--- src/rtl/uart_pkg.sv ---
// Shared types and helpers for the parametrised UART transmitter.
// FSM states: IDLE=line idle | START=start bit | DATA=data bits | PARITY=parity bit | STOP=stop bit(s)
package uart_pkg;

  typedef enum logic [2:0] {
    IDLE,
    START,
    DATA,
    PARITY,
    STOP
  } state_t;

  localparam logic LINE_IDLE     = 1'b1;
  localparam int   MAX_DATA_BITS = 9;

  // Even parity is the XOR of the data bits; odd parity inverts it.
  function automatic logic calc_parity(input logic [MAX_DATA_BITS-1:0] data,
                                       input logic odd);
    return (^data) ^ odd;
  endfunction

endpackage

--- src/rtl/uart_sync_fifo.sv ---
// Synchronous circular FIFO with wrap-bit pointers; pushes while full and
// pops while empty are ignored.
module uart_sync_fifo #(
  parameter int DEPTH = 8,
  parameter int WIDTH = 8
) (
  input  logic                         clk,
  input  logic                         rst,
  input  logic                         push,
  input  logic                         pop,
  input  logic [WIDTH-1:0]             wdata,
  output logic [WIDTH-1:0]             rdata,
  output logic                         full,
  output logic                         empty,
  output logic [$clog2(DEPTH+1)-1:0]   count
);

  localparam int AW = $clog2(DEPTH);

  logic [WIDTH-1:0] mem [DEPTH];
  logic [AW:0]      wptr;
  logic [AW:0]      rptr;
  logic             do_push;
  logic             do_pop;

  assign empty   = (wptr == rptr);
  assign full    = (wptr[AW] != rptr[AW]) && (wptr[AW-1:0] == rptr[AW-1:0]);
  assign count   = wptr - rptr;
  assign rdata   = mem[rptr[AW-1:0]];
  assign do_push = push && !full;
  assign do_pop  = pop && !empty;

  always_ff @(posedge clk) begin
    if (do_push) mem[wptr[AW-1:0]] <= wdata;
  end

  always_ff @(posedge clk) begin
    if (rst) begin
      wptr <= '0;
      rptr <= '0;
    end else begin
      if (do_push) wptr <= wptr + 1'b1;
      if (do_pop)  rptr <= rptr + 1'b1;
    end
  end

endmodule

--- src/rtl/uart_tx_param.sv ---
// UART transmitter: FIFO-buffered, runtime baud divisor, optional parity,
// 1/2 stop bits. Config is sampled per frame when the word is popped.
module uart_tx_param
  import uart_pkg::*;
#(
  parameter int DATA_BITS  = 8,
  parameter int FIFO_DEPTH = 8,
  parameter int DIV_W      = 16,
  parameter int CNT_W      = $clog2(FIFO_DEPTH+1)
) (
  input  logic                 clk,
  input  logic                 rst,
  input  logic [DIV_W-1:0]     baud_div,
  input  logic                 parity_en,
  input  logic                 odd_parity,
  input  logic                 two_stop,
  input  logic                 wr_valid,
  input  logic [DATA_BITS-1:0] wr_data,
  output logic                 wr_ready,
  output logic [CNT_W-1:0]     fifo_count,
  output logic                 tx_busy,
  output logic                 tx_done,
  output logic                 tx_out
);

  localparam int                BIT_W    = $clog2(DATA_BITS);
  localparam logic [BIT_W-1:0]  LAST_BIT = BIT_W'(DATA_BITS - 1);

  state_t               state;
  logic [DIV_W-1:0]     cnt;
  logic [DIV_W-1:0]     div_q;
  logic [DATA_BITS-1:0] shift;
  logic [BIT_W-1:0]     bit_idx;
  logic                 stop_idx;
  logic                 par_q;
  logic                 pe_q;
  logic                 two_q;
  logic                 line;
  logic                 bit_end;
  logic                 last_stop;
  logic                 pop;
  logic                 fifo_empty;
  logic                 fifo_full;
  logic [DATA_BITS-1:0] fifo_rdata;

  uart_sync_fifo #(
    .DEPTH (FIFO_DEPTH),
    .WIDTH (DATA_BITS)
  ) u_fifo (
    .clk   (clk),
    .rst   (rst),
    .push  (wr_valid),
    .pop   (pop),
    .wdata (wr_data),
    .rdata (fifo_rdata),
    .full  (fifo_full),
    .empty (fifo_empty),
    .count (fifo_count)
  );

  assign wr_ready  = !fifo_full;
  assign bit_end   = (cnt == div_q - 1'b1);
  assign last_stop = (stop_idx == two_q);
  // Pop on idle, or at the very end of a frame so the next one follows with no gap.
  assign pop = !fifo_empty &&
               ((state == IDLE) || ((state == STOP) && bit_end && last_stop));

  always_comb begin
    line = LINE_IDLE;
    case (state)
      START:   line = 1'b0;
      DATA:    line = shift[0];
      PARITY:  line = par_q;
      default: line = LINE_IDLE;
    endcase
  end

  always_ff @(posedge clk) begin
    if (rst) begin
      state    <= IDLE;
      cnt      <= '0;
      div_q    <= DIV_W'(1);
      shift    <= '0;
      bit_idx  <= '0;
      stop_idx <= 1'b0;
      par_q    <= 1'b0;
      pe_q     <= 1'b0;
      two_q    <= 1'b0;
      tx_out   <= LINE_IDLE;
      tx_busy  <= 1'b0;
      tx_done  <= 1'b0;
    end else begin
      tx_out  <= line;
      tx_done <= (state == STOP) && bit_end && last_stop;
      if (pop) begin
        shift   <= fifo_rdata;
        div_q   <= (baud_div == '0) ? DIV_W'(1) : baud_div;
        pe_q    <= parity_en;
        two_q   <= two_stop;
        par_q   <= calc_parity(MAX_DATA_BITS'(fifo_rdata), odd_parity);
        cnt     <= '0;
        state   <= START;
        tx_busy <= 1'b1;
      end else begin
        case (state)
          IDLE: ;
          START: begin
            if (bit_end) begin
              cnt     <= '0;
              bit_idx <= '0;
              state   <= DATA;
            end else cnt <= cnt + 1'b1;
          end
          DATA: begin
            if (bit_end) begin
              cnt   <= '0;
              shift <= shift >> 1;
              if (bit_idx == LAST_BIT) begin
                stop_idx <= 1'b0;
                state    <= pe_q ? PARITY : STOP;
              end else bit_idx <= bit_idx + 1'b1;
            end else cnt <= cnt + 1'b1;
          end
          PARITY: begin
            if (bit_end) begin
              cnt      <= '0;
              stop_idx <= 1'b0;
              state    <= STOP;
            end else cnt <= cnt + 1'b1;
          end
          STOP: begin
            if (bit_end) begin
              cnt <= '0;
              if (last_stop) begin
                state   <= IDLE;
                tx_busy <= 1'b0;
              end else stop_idx <= 1'b1;
            end else cnt <= cnt + 1'b1;
          end
          default: state <= IDLE;
        endcase
      end
    end
  end

endmodule

--- config.mk ---
export PLATFORM = sky130hd
export DESIGN_NAME = uart_tx_param
export DESIGN_NICKNAME = d
export VERILOG_FILES = /design/src/rtl/uart_pkg.sv /design/src/rtl/uart_sync_fifo.sv /design/src/rtl/uart_tx_param.sv
export SDC_FILE = /design/constraint.sdc
export NUM_CORES = 1
export LEC_CHECK = 0
export ABC_CLOCK_PERIOD_IN_PS = 3500
export CORE_ASPECT_RATIO = 0.5
export CORE_MARGIN = 8
export CORE_UTILIZATION = 47
export CTS_CLUSTER_SIZE = 25
export DETAILED_ROUTE_END_ITERATION = 10
export PLACE_DENSITY = 0.67
export SYNTH_ARGS = -nofsm -noshare
export SYNTH_HDL_FRONTEND = slang
export SYNTH_SLANG_ARGS = --single-unit
--- constraint.sdc ---
create_clock -name clk -period 3.5 [get_ports clk]
set_input_delay 0.7 -clock clk [delete_from_list [all_inputs] [get_ports clk]]
set_output_delay 0.7 -clock clk [all_outputs]
set_load 0.02 [all_outputs]
-- After elaboration in Yosys (flattened, before gate mapping)
Memories as Yosys holds them, arrays and structs flattened. A register that Yosys moved wholly into a read port is not among the register bits.
Cells that the tools add are included.
- bits of input ports: 30
- logic and storage cells: 109
- memory bits (writable): 64
- memories kept: 1
- latch bits: 0
- ROM bits: 0
- flip-flop bits (word level): 61
- output and inout bits: 8
- memory list (memory ; words ; bits a word ; rd ports ; clocked after memory_dff ; wr ports ; line ; RTL):
    u_fifo.mem ; 8 ; 8 ; 1 ; 1 ; 1 ; uart_sync_fifo.sv:20 ; logic [WIDTH-1:0] mem [DEPTH];
- div/mod/pow operators: 0
- equal/unequal tests: 25
- multipliers: 0
- reduce and logical (&&, ||, !) cells: 26
- $lt $le $gt $ge: 0
- add/subtract/negate cells: 6
- shift operators: 0
- multiplexer cells: 33
- bitwise logic cells: 3
- operators by type and width (cell ; count):
    $mux W3 ; 12
    $mux W16 ; 2
    $mux W8 ; 3
    $reduce_and A7 Y1 ; 3
    $ne A3 B2 Y1 const B ; 6
    $add A16 B1 Y16 const B ; 1
    $eq A16 B16 Y1 ; 1
    $logic_not A16 Y1 ; 1
    $ne A2 B2 Y1 const B ; 8
    $sub A16 B1 Y16 const B ; 1
    $pmux W3 S5 ; 1
    $mux W1 ; 12
    $reduce_bool A2 Y1 ; 5
    $reduce_xor A9 Y1 ; 1
    $add A4 B1 Y4 const B ; 2
    $eq A3 B2 Y1 const B ; 2
    $eq A3 B3 Y1 const B ; 2
    $logic_and A1 B1 Y1 ; 6
    $pmux W1 S3 ; 2
    $pmux W3 S2 ; 1
    $reduce_and A5 Y1 ; 1
    $eq A4 B4 Y1 ; 1
    $reduce_or A4 Y1 ; 1
    $sub A4 B4 Y4 ; 1
    other kinds (15) ; 17

-- Depth between registers and ports, before layout
- depth after elaboration: 9
- mapped depth: 11
- depth with buffers taken out: 9

-- Modules after synthesis
From an unflattened synthesis, not the netlist that was laid out.
- cells, all modules: 528
- area, all modules: 6090.8 µm²
- by module, submodules not included (module ; cells each ; seq. area each (µm²) ; area an instance (µm²) ; instances):
    uart_sync_fifo ; 166 ; 2142.1 ; 3090.5 ; 1
    uart_tx_param ; 362 ; 1061.0 ; 3000.4 ; 1

-- Worst setup path before layout
OpenSTA, ideal clock, no wires.
- path kind: reg-to-reg
- start: register div_q[7]
- end: register u_fifo.rptr[3]
- cell stages (with the launch flop): 8
- setup slack: 0.771 ns
- clock period less this slack: 2.729 ns
- arrival time: 2.658 ns
- setup time: 0.070 ns
- path through: dfxtp_1 -> or4_1 -> or3_4 -> a2111oi_4 -> o21ai_2 -> o31a_4 -> or4_1 -> a21oi_1
- longest elaborated chain between the ends: 7
- RTL lines (element ; line ; RTL):
    from (decl) ; uart_tx_param.sv:31 ; logic [DIV_W-1:0] div_q;
    from (signal assigned) ; uart_tx_param.sv:97 ; div_q <= (baud_div == '0) ? DIV_W'(1) : baud_div;
    $sub A16 B1 Y16 ; uart_tx_param.sv:62 ; assign bit_end = (cnt == div_q - 1'b1);
    $eq A16 B16 Y1 ; uart_tx_param.sv:62 ;
    $logic_and A1 B1 Y1 (2 in a row) ; uart_tx_param.sv:66 ; ((state == IDLE) || ((state == STOP) && bit_end && last_stop));
    $logic_or A1 B1 Y1 ; uart_tx_param.sv:66 ;
    $logic_and A1 B1 Y1 ; uart_tx_param.sv:65 ; assign pop = !fifo_empty &&
    $logic_and A1 B1 Y1 ; uart_sync_fifo.sv:31 ; assign do_pop = pop && !empty;
    to (signal assigned) ; uart_sync_fifo.sv:43 ; if (do_pop) rptr <= rptr + 1'b1;
    to (decl) ; uart_sync_fifo.sv:22 ; logic [AW:0] rptr;
No other way between the ends.
A chain may end at the register's enable or synchronous reset.

-- Final worst setup path
- start: register div_q[2]
- end: register div_q[8]
- longest elaborated chain between the ends: 6
- RTL lines (element ; line):
    $sub A16 B1 Y16 ; uart_tx_param.sv:62
    $eq A16 B16 Y1 ; uart_tx_param.sv:62
    $logic_and A1 B1 Y1 (2 in a row) ; uart_tx_param.sv:66
    $logic_or A1 B1 Y1 ; uart_tx_param.sv:66
    $logic_and A1 B1 Y1 ; uart_tx_param.sv:65
No other way between the ends.

==> flow_summary.toml <==
[status]
status = "completed"

[cells_and_area]
utilization_pct = 56.9
seq_area_sq_um = 3200
final_nets = 599
insertedDiodeCount = 0
area_growth_pct = 19.7
layout-drive-gt1-share_pct = 13.5
multi_input_comb_area_sq_um = 2560
num-fill-cells = 1044

[synthesis]
synth_compound_area_share_pct = 11.5
ys_async_sr_fraction_pct = 0
synth.ff_latch_count = 128
synth_cell_type_count = 57
synth_top_family_by_area = "simple AND/OR/NAND/NOR gates"
synth_fa_ha_area_share_pct = 2.23
synth_nets = 554
ys_seq_area_share_pct = 53.9
ys.flop_type = "edfxtp_1"
synth_mux_area_share_pct = 8.63
ys_warn_count = 0
syn_area_per_cell_sq_um = 11.6
synth_area_sq_um = 5950
synthXorXnorAreaFrac_pct = 7.60
syn_inst = 514
synth_edf_count = 64
synth-simple-area-share_pct = 13.1

[setup_path]
cp.depth = 7
timing.rr.start = "div_q[2]"
end_kind = "flop"
cpMaxStageDelayCell = "nor4_1"
worst_ep_arrival_time_ps = 3430
timing.rr.end = "div_q[8]"
cp-endpoint = "div_q[8]"
reg2reg_slack_ps = 360
crit_family = "compound AO/OA/AOI/OAI gates"
crit_path_max_incr_delay_ps = 780
r2r_cells = 7
path_cells = "nor4_1, nand2_1, a2111oi_4, o21ai_2, o31ai_1, a21oi_1, a22o_1"
worstSetupStartpointType = "flop"
worstPathRequired_ps = 3800
crit_fanout = 10
crit_start = "div_q[2]"
crit_type = "reg2reg"
worst-path-buf-inv = 0

[floorplan]
dieWidth_um = 175
io_pins = 38
die_h_um = 95.5
die_area_sq_um = 16700
initial_core_util_pct = 47.5
coreArea_sq_um = 12500
rows = 29

[drt]
routed.top_layer = "met4"
wire_per_inst_um = 16.9
drtAntennaViolNets = 0
first_pass_iters = 5
wl_met1_um = 5800
drcViolationCount = 0
wirelength_um = 12500
dr_wl_met3_um = 365
vias_per_cell = 5.56
drt_iter0_drc = 226
vias = 4123
wl_met2_um = 6190

[clock_tree]
cts_tree = "done"
cts_setup_buffers = 0
clock_path_buffers = 2
htree_levels = 4
ctsRootBufferMaster = "clkbuf_16"
ctsResizeCount = 0
cts_buffers = 17
clk_latency_ps = 420
hold_buffers = 0
cts.sinks = 128
path_clk_slew_ps = 60

[sta]
setup_viol = 0
hold_violations = 0
rsz0062_at_grt = "no"
slew_headroom_pct = 41.0
clock_skew_ps = 8.95
tns_ps = 0
period_share_pct = 89.6
fmax_ghz = 0.319
worst_slew_pin_slew_ps = 877
period_minus_slack_ps = 3140
slew_violations = 0

[min_path]
worstHoldStart = "tx_busy"
hold_class = "reg2reg"
whs_path_depth = 2

[power_and_ir_drop]
p_leak_nw = 2.37
p_comb_share_pct = 33.9
p_int_mw = 3.63
p_per_area_nw_per_um2 = 779
clockPowerShare_pct = 31.4
p_sw_mw = 1.92
p_sw_share_pct = 34.7
p_seq_share_pct = 34.7
irDropWorstVdd_mv = 0.302

[grt]
overflow = 0
grt_usage_pct = 15.9
grt_pass1_vias = 4089
grt_pass1_wl_um = 21000
grt_max_degree = 33
antenna_found_initial = 0

[place]
io_buffers = 37
gp_congestion = 0.859
place_hpwl_um = 8580

[flow_run]
cap_violations = 0
[placed cells by master (no fill, tap or decap), types with 2 or more instances in the layout]
cell,synthesis,routed
dfxtp_1,64,64
edfxtp_1,64,64
clkdlybuf4s50_1,0,37
nor2_1,35,35
xnor2_1,34,34
nand3_1,31,31
nand2_1,27,27
a21oi_1,24,24
mux2i_1,22,22
clkbuf_16,0,17
buf_4,0,16
inv_1,15,15
xor2_1,15,15
o21ai_0,16,15
mux4_2,12,12
nor4_1,11,11
or3_1,11,11
a22o_1,10,10
ha_1,9,9
nor3_1,8,8
o221ai_1,8,8
a31oi_1,7,7
nand4_1,6,6
inv_6,0,6
and3_1,5,5
nand2b_1,4,4
o31ai_1,4,4
or2_2,4,4
a31o_2,3,3
o21ai_2,2,3
o311ai_0,3,3
o41ai_1,3,3
inv_8,0,3
a21o_1,2,2
mux2_2,2,2
nor3b_1,2,2
or4_1,2,2
and4_1,2,2
clkinvlp_4,0,2
clkinv_4,0,2
[synthesized netlist by cell type (2+ instances only)]
library cell / instances / area share [%]
xnor2_1: 34 / 5.0
edfxtp_1: 64 / 32
nand4_1: 6 / 0.63
a31o_2: 3 / 0.44
o221ai_1: 8 / 1.2
a31oi_1: 7 / 0.74
xor2_1: 15 / 2.2
or2_2: 4 / 0.42
clkbuf_1: 16 / 1.0
inv_1: 15 / 0.95
ha_1: 9 / 1.9
o31ai_1: 4 / 0.50
nor3_1: 8 / 0.67
o21ai_0: 16 / 1.3
buf_1: 3 / 0.19
or3_1: 11 / 1.2
or4_1: 2 / 0.25
nor4_1: 11 / 1.2
o311ai_0: 3 / 0.44
nor3b_1: 2 / 0.25
and4_1: 2 / 0.29
o41ai_1: 3 / 0.44
nand2_1: 27 / 1.7
o21ai_2: 2 / 0.29
a21o_1: 2 / 0.25
buf_2: 6 / 0.50
nor2_1: 35 / 2.2
mux4_2: 12 / 4.5
nand3_1: 31 / 2.6
nand2b_1: 4 / 0.42
mux2i_1: 22 / 3.7
and3_1: 5 / 0.53
a22o_1: 10 / 1.5
mux2_2: 2 / 0.38
buf_6: 2 / 0.38
a21oi_1: 24 / 2.0
dfxtp_1: 64 / 22
[final cells by class]
type / count / share of cell area, %
Clock buffer: 17 / 5.97
Clock inverter: 15 / 2.32
Tap cell: 170 / 2.99
Multi-Input combinational cell: 343 / 36.0
Inverter: 16 / 0.843
Sequential cell: 128 / 45.0
Timing Repair Buffer: 53 / 6.89
[worst min path at each step]
stage	to
2_1_floorplan	shift[7]
3_3_place_gp	tx_busy
3_5_place_dp	par_q
4_1_cts	par_q
5_1_grt	tx_busy
6_report	tx_busy
[power groups by stage]
stage          combinational (mW)  sequential [mW]  clock, mW
6_report                     1.88             1.93       1.75
5_1_grt                      2.06             1.95       1.85
4_1_cts                      1.88             1.92       1.78
3_5_place_dp                 1.87             1.95          0
3_3_place_gp                 1.86             1.95          0
2_1_floorplan                1.43             1.90          0
[kinds of logic (layout without fill, tap and decap cells)]
| group | count (synthesis) | in the layout |
|---|---|---|
| simple gates | 153 | 153 |
| compound gates | 94 | 94 |
| xor+xnor | 50 | 50 |
| flops | 128 | 128 |
| buf+inv | 43 | 101 |
| mux | 36 | 36 |
| fa+ha+maj | 10 | 10 |
[state kept, by name (all words and copies together), names as in the netlist, 3 cells and up, named ones only]
register,flops
u_fifo.mem,64
u_fifo.wptr,4
bit_idx,3
cnt,16
shift,8
u_fifo.rptr,4
state,3
div_q,16
[per-layer routing]
metal / up-vias / GRT usage [%]
li1: 2027 / -
met1: 2020 / 19.7
met2: 62 / 27.1
met3: 14 / 3.20
met4: 0 / 7.15
met5: - / 0
[worst reg2reg max path, cell delays in order (launching register included)]
cell and delay [ps]:
dfxtp_1 360, nor4_1 780, nand2_1 240, a2111oi_4 410, o21ai_2 110, o31ai_1 440, a21oi_1 360, a22o_1 320
[metrics by stage]
stage	instance area, sq um	power (mW)	setup slack [ps]	instances	hold WS [ps]
final	7120	5.55	364	742	485
after CTS	7120	5.58	427	742	490
after global routing	7120	5.86	65.3	742	502
after floorplan	5950	3.34	771	514	457
after detailed placement	6530	3.82	479	710	476
after global placement	6530	3.81	499	710	468
(Power assumes the default switching activity.)
